[config.mk]
export PLATFORM = sky130hd
export DESIGN_NAME = eth_tx_arbiter_flat
export DESIGN_NICKNAME = d
export VERILOG_FILES = /design/src/rtl/eth_tx_arbiter_if.sv /design/src/rtl/eth_tx_arbiter.sv /design/src/flat_wrapper.sv
export SDC_FILE = /design/constraint.sdc
export NUM_CORES = 1
export LEC_CHECK = 0
export BUFFER_PORTS_ARGS = -buffer_cell sky130_fd_sc_hd__buf_2
export CAP_MARGIN = 25
export CORE_UTILIZATION = 50
export DETAILED_ROUTE_END_ITERATION = 8
export GPL_TIMING_DRIVEN = 1
export PLACE_DENSITY_LB_ADDON = 0.2
export SLEW_MARGIN = 20
export SYNTH_ARGS = -nofsm -noshare
export SYNTH_HDL_FRONTEND = slang
export SYNTH_SLANG_ARGS = --single-unit
[constraint.sdc]
create_clock -name clk_int -period 2.9 [get_ports clk_int]
set_input_delay 0.145 -clock clk_int [delete_from_list [all_inputs] [get_ports clk_int]]
set_output_delay 0.145 -clock clk_int [all_outputs]
set_load 0.1 [all_outputs]
[src/rtl/eth_tx_arbiter_if.sv]
// Stream bundle between the TX requesters, the arbiter and the RGMII TX input.
// The slave view is the arbiter; the master view is the surrounding logic.
interface eth_tx_arbiter_if #(
  parameter int unsigned N_SRC = 2
);
  logic [N_SRC-1:0]   s_axis_tvalid;
  logic [8*N_SRC-1:0] s_axis_tdata;
  logic [N_SRC-1:0]   s_axis_tlast;
  logic [N_SRC-1:0]   s_axis_tuser;
  logic [N_SRC-1:0]   s_axis_tready;

  logic               tx_axis_tvalid;
  logic [7:0]         tx_axis_tdata;
  logic               tx_axis_tlast;
  logic               tx_axis_tuser;
  logic               tx_axis_tready;

  modport master (
    output s_axis_tvalid, s_axis_tdata, s_axis_tlast, s_axis_tuser, tx_axis_tready,
    input  s_axis_tready, tx_axis_tvalid, tx_axis_tdata, tx_axis_tlast, tx_axis_tuser
  );

  modport slave (
    input  s_axis_tvalid, s_axis_tdata, s_axis_tlast, s_axis_tuser, tx_axis_tready,
    output s_axis_tready, tx_axis_tvalid, tx_axis_tdata, tx_axis_tlast, tx_axis_tuser
  );
endinterface

[src/rtl/eth_tx_arbiter.sv]
// Frame-atomic round-robin arbiter in front of the RGMII TX stream, with
// inter-frame gap enforcement and oversize truncation.
module eth_tx_arbiter #(
  parameter int unsigned N_SRC      = 2,
  parameter int unsigned IFG_CYCLES = 12,
  parameter int unsigned MAX_FRAME  = 1522
) (
  input  logic                     clk_int,
  input  logic                     rst_int_n,
  eth_tx_arbiter_if.slave          bus,
  output logic [$clog2(N_SRC)-1:0] grant_idx,
  output logic                     busy,
  output logic [15:0]              frames_sent,
  output logic [7:0]               oversize_cnt
);

  localparam int unsigned GW        = $clog2(N_SRC);
  localparam logic [15:0] LAST_BYTE = 16'(MAX_FRAME - 1);
  localparam logic [7:0]  IFG_LOAD  = 8'(IFG_CYCLES);
  localparam logic        END_BUSY  = (IFG_CYCLES != 0);

  typedef enum logic [1:0] {IDLE, XFER, DROP, GAP} state_t;

  localparam state_t END_STATE = (IFG_CYCLES == 0) ? IDLE : GAP;

  state_t          state;
  logic [GW-1:0]   last_grant;
  logic [15:0]     byte_cnt;
  logic [7:0]      gap_cnt;

  logic            pick_found;
  logic [GW-1:0]   pick_idx;
  logic [GW-1:0]   cand;
  logic            src_valid;
  logic            src_last;
  logic            src_user;
  logic [7:0]      src_data;
  logic            at_limit;
  logic            hs;

  // Round-robin search starting one past the previous winner
  always_comb begin
    pick_found = 1'b0;
    pick_idx   = '0;
    cand       = '0;
    for (int unsigned k = 1; k <= N_SRC; k++) begin
      cand = GW'((32'(last_grant) + k) % N_SRC);
      if (!pick_found && bus.s_axis_tvalid[cand]) begin
        pick_found = 1'b1;
        pick_idx   = cand;
      end
    end
  end

  assign src_valid = bus.s_axis_tvalid[grant_idx];
  assign src_last  = bus.s_axis_tlast[grant_idx];
  assign src_user  = bus.s_axis_tuser[grant_idx];
  assign src_data  = bus.s_axis_tdata[8*grant_idx +: 8];
  assign at_limit  = (byte_cnt == LAST_BYTE);
  assign hs        = (state == XFER) && src_valid && bus.tx_axis_tready;

  // Unregistered data path: the granted source is muxed straight to the core
  always_comb begin
    bus.tx_axis_tvalid = 1'b0;
    bus.tx_axis_tdata  = '0;
    bus.tx_axis_tlast  = 1'b0;
    bus.tx_axis_tuser  = 1'b0;
    bus.s_axis_tready  = '0;
    case (state)
      XFER: begin
        bus.tx_axis_tvalid           = src_valid;
        bus.tx_axis_tdata            = src_data;
        bus.tx_axis_tlast            = src_last || at_limit;
        bus.tx_axis_tuser            = src_user || (at_limit && !src_last);
        bus.s_axis_tready[grant_idx] = bus.tx_axis_tready;
      end
      DROP:    bus.s_axis_tready[grant_idx] = 1'b1;
      default: ;
    endcase
  end

  always_ff @(posedge clk_int or negedge rst_int_n) begin
    if (!rst_int_n) begin
      state        <= IDLE;
      grant_idx    <= '0;
      last_grant   <= GW'(N_SRC - 1);
      byte_cnt     <= '0;
      gap_cnt      <= '0;
      busy         <= 1'b0;
      frames_sent  <= '0;
      oversize_cnt <= '0;
    end else begin
      case (state)
        IDLE: begin
          if (pick_found) begin
            grant_idx  <= pick_idx;
            last_grant <= pick_idx;
            byte_cnt   <= '0;
            busy       <= 1'b1;
            state      <= XFER;
          end
        end
        XFER: begin
          if (hs) begin
            byte_cnt <= byte_cnt + 16'd1;
            if (src_last) begin
              frames_sent <= frames_sent + 16'd1;
              gap_cnt     <= IFG_LOAD;
              busy        <= END_BUSY;
              state       <= END_STATE;
            end else if (at_limit) begin
              if (oversize_cnt != 8'hFF) oversize_cnt <= oversize_cnt + 8'd1;
              state <= DROP;
            end
          end
        end
        DROP: begin
          // Tail of a truncated frame is swallowed up to the source's own tlast
          if (src_valid && src_last) begin
            gap_cnt <= IFG_LOAD;
            busy    <= END_BUSY;
            state   <= END_STATE;
          end
        end
        GAP: begin
          if (gap_cnt <= 8'd1) begin
            busy  <= 1'b0;
            state <= IDLE;
          end else begin
            gap_cnt <= gap_cnt - 8'd1;
          end
        end
        default: state <= IDLE;
      endcase
    end
  end

endmodule

[src/flat_wrapper.sv]
// flat-port wrapper written by rule: the top's interface ports become plain ports
module eth_tx_arbiter_flat 
#(
  parameter int unsigned N_SRC      = 2,
  parameter int unsigned IFG_CYCLES = 12,
  parameter int unsigned MAX_FRAME  = 1522
)
  (clk_int, rst_int_n, grant_idx, busy, frames_sent, oversize_cnt, bus_s_axis_tvalid, bus_s_axis_tdata, bus_s_axis_tlast, bus_s_axis_tuser, bus_tx_axis_tready, bus_s_axis_tready, bus_tx_axis_tvalid, bus_tx_axis_tdata, bus_tx_axis_tlast, bus_tx_axis_tuser);
  eth_tx_arbiter_if #(.N_SRC(N_SRC)) bus_i ();
  input  logic clk_int;
  input  logic rst_int_n;
  output logic [$clog2(N_SRC)-1:0] grant_idx;
  output logic busy;
  output logic [15:0] frames_sent;
  output logic [7:0] oversize_cnt;
  input wire logic [$bits(bus_i.s_axis_tvalid)-1:0] bus_s_axis_tvalid;
  input wire logic [$bits(bus_i.s_axis_tdata)-1:0] bus_s_axis_tdata;
  input wire logic [$bits(bus_i.s_axis_tlast)-1:0] bus_s_axis_tlast;
  input wire logic [$bits(bus_i.s_axis_tuser)-1:0] bus_s_axis_tuser;
  input wire logic [$bits(bus_i.tx_axis_tready)-1:0] bus_tx_axis_tready;
  output wire logic [$bits(bus_i.s_axis_tready)-1:0] bus_s_axis_tready;
  output wire logic [$bits(bus_i.tx_axis_tvalid)-1:0] bus_tx_axis_tvalid;
  output wire logic [$bits(bus_i.tx_axis_tdata)-1:0] bus_tx_axis_tdata;
  output wire logic [$bits(bus_i.tx_axis_tlast)-1:0] bus_tx_axis_tlast;
  output wire logic [$bits(bus_i.tx_axis_tuser)-1:0] bus_tx_axis_tuser;
  assign bus_i.s_axis_tvalid = bus_s_axis_tvalid;
  assign bus_i.s_axis_tdata = bus_s_axis_tdata;
  assign bus_i.s_axis_tlast = bus_s_axis_tlast;
  assign bus_i.s_axis_tuser = bus_s_axis_tuser;
  assign bus_i.tx_axis_tready = bus_tx_axis_tready;
  assign bus_s_axis_tready = bus_i.s_axis_tready;
  assign bus_tx_axis_tvalid = bus_i.tx_axis_tvalid;
  assign bus_tx_axis_tdata = bus_i.tx_axis_tdata;
  assign bus_tx_axis_tlast = bus_i.tx_axis_tlast;
  assign bus_tx_axis_tuser = bus_i.tx_axis_tuser;
  eth_tx_arbiter #(.N_SRC(N_SRC), .IFG_CYCLES(IFG_CYCLES), .MAX_FRAME(MAX_FRAME)) u_core (.clk_int(clk_int), .rst_int_n(rst_int_n), .bus(bus_i), .grant_idx(grant_idx), .busy(busy), .frames_sent(frames_sent), .oversize_cnt(oversize_cnt));
endmodule
==> results of run 1 <==
flip-flops by register name, summed over array words and instances (netlist names):
register and cells:
u_core.gap_cnt 8, u_core.byte_cnt 16, u_core.oversize_cnt 8, u_core.frames_sent 16, u_core.last_grant 1, u_core.busy 1, u_core.grant_idx 1, u_core.state 2
timing repair:
item                                    CTS  global route
hold buffers                              1             0
endpoints found under the hold margin    30             0
endpoints found under the setup margin    0             0
cells in the mapped netlist, types with 3 or more instances:
master	instances
nand2b_1	4
o21ai_0	12
a21oi_1	9
xnor2_1	15
and4_1	3
o211ai_1	4
nand2_1	28
nor2b_1	9
inv_1	11
dfrtp_1	52
and3_1	5
nand3_1	18
nor2_1	23
mux2i_1	12
clkbuf_1	5
mux2_2	3
nand4_1	13
or3_1	9
xor2_1	17
nor3_1	10
ha_1	10
worst min-delay path by stage:
stage	start	to	depth (start not counted)
5_1_grt	bus_s_axis_tvalid[0]	u_core.last_grant	2
6_report	bus_s_axis_tvalid[0]	u_core.last_grant	2
3_3_place_gp	rst_int_n	u_core.gap_cnt[0]	1
2_1_floorplan	rst_int_n	u_core.busy	0
4_1_cts	bus_s_axis_tvalid[0]	u_core.last_grant	2
3_5_place_dp	rst_int_n	u_core.gap_cnt[0]	1
layer usage:
layer	vias to the layer above	global-route usage [%]	wire length (µm)	part of all wire (%)
met2	57	36.8	3130	48
li1	1252	-	-	-
met5	-	0	0	0
met1	1243	28.4	3030	47
met3	11	4.66	253	3.9
met4	0	7.32	94	1.4
final cells by class:
cell class                      instances  share of cell area [%]
Multi-Input combinational cell        240                    46.3
Tap cell                               75                    2.62
Sequential cell                        53                    37.0
Clock inverter                          3                   0.732
Clock buffer                            5                    1.92
Inverter                               11                    1.15
Timing Repair Buffer                   70                    10.3
kinds of logic after synthesis:
kind of cell | after synthesis | synth area share [%]
adders and majority gates | 10 | 4.08
DFF | 53 | 43.3
and+or+nand+nor | 135 | 23.5
AOI/OAI and AO/OA | 47 | 11.2
xor gates and xnor gates | 32 | 9.14
muxes | 16 | 5.51
buffers and inverters | 22 | 3.30
power groups by stage:
stage                     clock network (W)  registers, W  logic [W]
after floorplan                           0       0.00117    0.00135
after global placement                    0      0.000974    0.00184
after detailed placement                  0      0.000978    0.00185
after CTS                          0.000461      0.000966    0.00185
after global routing               0.000490      0.000987    0.00199
final                              0.000446      0.000966    0.00185
through the flow:
stage / power, W / utilization [%]
floorplan: 0.00252 / -
global placement: 0.00281 / 58.8
detailed placement: 0.00282 / 58.8
CTS: 0.00328 / 60.6
global route: 0.00347 / 60.6
finish: 0.00326 / 60.6
worst reg2reg max path: stages (launching register included):
cell and delay [ns]:
dfrtp_1 0.42, inv_1 0.10, ha_1 0.32, and2_2 0.26, o211ai_1 0.09, or3_1 0.46
nor3_1 0.28, xor2_1 0.19
==> results.cfg, run 1 <==
[outcome]
status = finished clean

[critical_path]
reg2reg_to = u_core.oversize_cnt[5]
cp_slowest_cell = buf_2
path_delay_family = buffers and inverters
cp-end-kind = primary output
cp.arrival_ns = 2.10
slowest_delay_ns = 0.43
critical_path_buf_inv_count = 2
reg2regPathDepth = 7
crit_start = u_core.state[1]
r2r-start = u_core.state[1]
crit_cells = 6
crit_type = reg -> out
worst-path-max-fanout = 7
crit_chain = inv_1 > ha_1 > and2_2 > o21ai_0 > nor2_1 > buf_2
rrSetupSlack_ns = 0.71
cp_data_required_time_ns = 2.76
crit_end = bus_s_axis_tready[0]
cp-start-kind = flip-flop

[clock_tree]
post_cts_buffers = 0
htree_levels = 2
cts_tree = yes
cts_inserted_buffers = 5
clock-root-buffer = clkbuf_8
cts_resized = 0
cts.reportedPaths.clkPinSlew_ns = 0.10
cts_sinks = 53
clk_path_buf_depth = 2
worstSkewPairLatency_ns = 0.32

[power]
cellLeakagePower_nw = 1.76
p_sw_share_pct = 53.3
p_sw_w = 0.00174
power_frac_clock_pct = 13.7
seqPwrFrac_pct = 29.6
combPwrFrac_pct = 56.7
p_per_area_mw_per_mm2 = 909
ir_worst_vdd_mv = 0.687
intPower_w = 0.00152

[placement]
post-place-cells = 448
place_area_mm2 = 0.00348
port_buffers = 63
dp_hpwl_um = 4840
place_congestion = 0.856
pre_cts_slack_ns = 0.700

[floorplan]
rows = 28
coreArea_mm2 = 0.00592
die_x_um = 80.3
die_height_um = 80.3
initial_core_util_pct = 51.8
die-area_mm2 = 0.00645
ios = 64

[timing]
fin_crit_ns = 2.25
report.final.slew_viol_count = 0
relSlewSlack_pct = 51.6
rsz0062_at_grt = false
finalHoldViolations = 0
fin_setup_tns_ns = 0
finalCritPeriodShare_pct = 77.5
timing.final.ws_setup_ns = 0.653
hold-worst-slack_ns = 0.0848
setup_viol = 0
finClkSkew_ns = 0.00937
fmax_mhz = 445
worst_pin_slew_ns = 0.726

[synth]
synth_fp_nets = 350
synth_area_leaders = dfrtp_1 (42%), xor2_1 (4.9%), xnor2_1 (4.3%), ha_1 (4.1%), mux2i_1 (3.9%)
async_reset_ff_share_pct = 100
yosys_warnings = 0
yosysTopAreaCellShare_pct = 42.4
avgSynthCellArea_um2 = 9.74
synth_top_cell_by_area = dfrtp_1
ys_seq_area_share_pct = 43.3
syn_area_mm2 = 0.00307
ys_types = 51
synth_seq_cells = 53
synth_edf_count = 0
synthCells = 315
synth_ff_type = dfrtp_1

[grt]
grt_pass1_wl_um = 11100
grt_pass1_vias = 2479
grt_usage_pct = 22.1
gr-total-overflow = 0
grt_max_degree = 33
antenna_found_initial = 0

[route]
dr_total_vias = 2563
wl_per_cell_um = 14.2
vias_per_cell = 5.61
dr.pass1.iters = 4
wirelength_um = 6500
detail-route-antenna-nets = 0
drt_iter0_drc = 103
drc = 0

[cells_and_area]
instances_no_fill = 457
insertedDiodeCount = 0
layout-drive-gt1-share_pct = 24.9
syn_to_final_growth_pct = 17.0
layout_commonest_cell = buf_2
nNetsFinal = 416
multi_input_area_mm2 = 0.00166
regArea_mm2 = 0.00133
mostFrequentLayoutCells = buf_2 (63), dfrtp_1 (52), nand2_1 (28)
fillers = 512
design_area_mm2 = 0.00359

[min_path]
hold_class = in -> reg

[flow_run]
drv_cap = 0
Power figures use the tool's default switching activity.
==> run 2: changes to the inputs <==
==> constraint.sdc (replaced) <==
create_clock -name clk_int -period 1.95 [get_ports clk_int]
set_input_delay 0.0975 -clock clk_int [delete_from_list [all_inputs] [get_ports clk_int]]
set_output_delay 0.0975 -clock clk_int [all_outputs]
set_load 0.1 [all_outputs]
==> results.cfg, run 2 (same netlist as run 1, synthesis figures left out) <==
[timing]
rsz0062_at_grt = true
report.final.slew_viol_count = 0
finClkSkew_ns = 0.00927
fin_crit_ns = 1.94
hold-worst-slack_ns = 0.0361
worst_pin_slew_ns = 0.491
fmax_mhz = 516
fin_setup_tns_ns = 0
relSlewSlack_pct = 67.5
finalCritPeriodShare_pct = 99.4
setup_viol = 0
finalHoldViolations = 0

[grt]
grt_pass1_wl_um = 11700
grt_usage_pct = 23.6
gr-total-overflow = 0
grt_max_degree = 35
grt_pass1_vias = 2528
antenna_found_initial = 0

[power]
fin_total_pwr_w = 0.00590
p_per_area_mw_per_mm2 = 1380
cellLeakagePower_nw = 1.98
ir_worst_vdd_mv = 1.09

[critical_path]
cp_data_required_time_ns = 2.19
r2r-start = u_core.state[0]
crit_cells = 6
crit_chain = ha_4 > buf_4 > o32ai_4 > nand4_1 > or3_1 > a21oi_2
rrSetupSlack_ns = 0.01
reg2reg_to = u_core.byte_cnt[14]
reg2regPathDepth = 6
worst-path-max-fanout = 6
cp_slowest_cell = dfrtp_1
critical_path_buf_inv_count = 1
crit_end = u_core.byte_cnt[14]
crit_start = u_core.state[0]
path_delay_family = simple AND/OR/NAND/NOR gates
cp-end-kind = flip-flop
crit_type = reg -> reg
cp-start-kind = flip-flop
slowest_delay_ns = 0.46
cp.arrival_ns = 2.18

[cells_and_area]
instances_no_fill = 486
insertedDiodeCount = 0
mostFrequentLayoutCells = buf_2 (50), dfrtp_1 (37), buf_4 (33)
design_area_mm2 = 0.00427
syn_to_final_growth_pct = 39.2
top_regs = u_core.byte_cnt (16), u_core.frames_sent (16)
layout-drive-gt1-share_pct = 43.3
nNetsFinal = 445
layout_commonest_cell = buf_2

[clock_tree]
cts_tree = yes
worstSkewPairLatency_ns = 0.31
clk_path_buf_depth = 2
cts.reportedPaths.clkPinSlew_ns = 0.10
htree_levels = 2
clock-root-buffer = clkbuf_8
cts_sinks = 53
cts_inserted_buffers = 5

[floorplan]
die_x_um = 80.3
rows = 28
initial_core_util_pct = 51.8
ios = 64
coreArea_mm2 = 0.00592
die_height_um = 80.3
die-area_mm2 = 0.00645

[route]
vias_per_cell = 5.58
drc = 0
dr_total_vias = 2710
detail-route-antenna-nets = 0
wl_per_cell_um = 15.5
dr.pass1.iters = 4
drt_iter0_drc = 126
wirelength_um = 7540

[flow_run]
drv_cap = 0

[placement]
port_buffers = 63
post-place-cells = 473
place_congestion = 0.823
dp_hpwl_um = 5520
place_area_mm2 = 0.00400

[min_path]
hold_class = in -> reg

[outcome]
status = finished clean
run 2: cell count changes in the layout (fill, tap and decap cells not counted), moves of 9 or more:
cell,change
buf_4,+27
buf_12,+14
dfrtp_2,+14
dfrtp_1,-15
buf_2,-13
nor2b_4,+9
run 2: cell type report:
class                   instances  area, µm²
repair buffers                 99        800
well taps                      75       93.8
multi-input cells             240       1890
inverters                      11       43.8
flip-flops and latches         53       1350
fillers                       428       1650
clock inverters                 3       25.0
clock buffers                   5       68.8
run 2: how the worst min path moves through the flow:
stage / start / to / slack (ns) / depth (start not counted)
6_report: bus_s_axis_tvalid[0] / u_core.last_grant / 0.04 / 2
5_1_grt: bus_s_axis_tvalid[0] / u_core.last_grant / 0.04 / 2
4_1_cts: bus_s_axis_tvalid[0] / u_core.last_grant / 0.03 / 2
3_5_place_dp: rst_int_n / u_core.frames_sent[12] / 0.08 / 1
3_3_place_gp: rst_int_n / u_core.frames_sent[10] / 0.08 / 1
2_1_floorplan: rst_int_n / u_core.busy / -0.20 / 0
run 2: where the power goes:
group          internal (W)  leakage (nW)  total [W]  switching, W
Clock              0.000262        0.0452   0.000642      0.000379
Sequential          0.00127         0.686    0.00146      0.000189
Combinational       0.00150          1.25    0.00380       0.00230
run 2: through the flow:
stage | setup slack, ns | utilization [%]
finish | 0.0122 | 72.1
CTS | 0.00275 | 70.3
floorplan | -0.0765 | -
global placement | 0.0140 | 67.6
detailed placement | -0.0930 | 67.6
global route | -0.0856 | 72.1
run 2: timing repair:
item / 4_1_cts / 5_1_grt
endpoints found under the setup margin: 17 / 20
hold buffers: 1 / 0
setup buffers: 2 / 2
pin swaps: 3 / 9
endpoints found under the hold margin: 18 / 0
cloned: 0 / 0
resized for setup: 10 / 23
run 2: per-layer routing:
metal	routed length (µm)	GRT usage [%]	up-vias
li1	-	-	1314
met1	3190	28.1	1329
met2	3960	41.5	48
met3	211	4.09	19
met4	184	10.7	0
met5	0	0	-
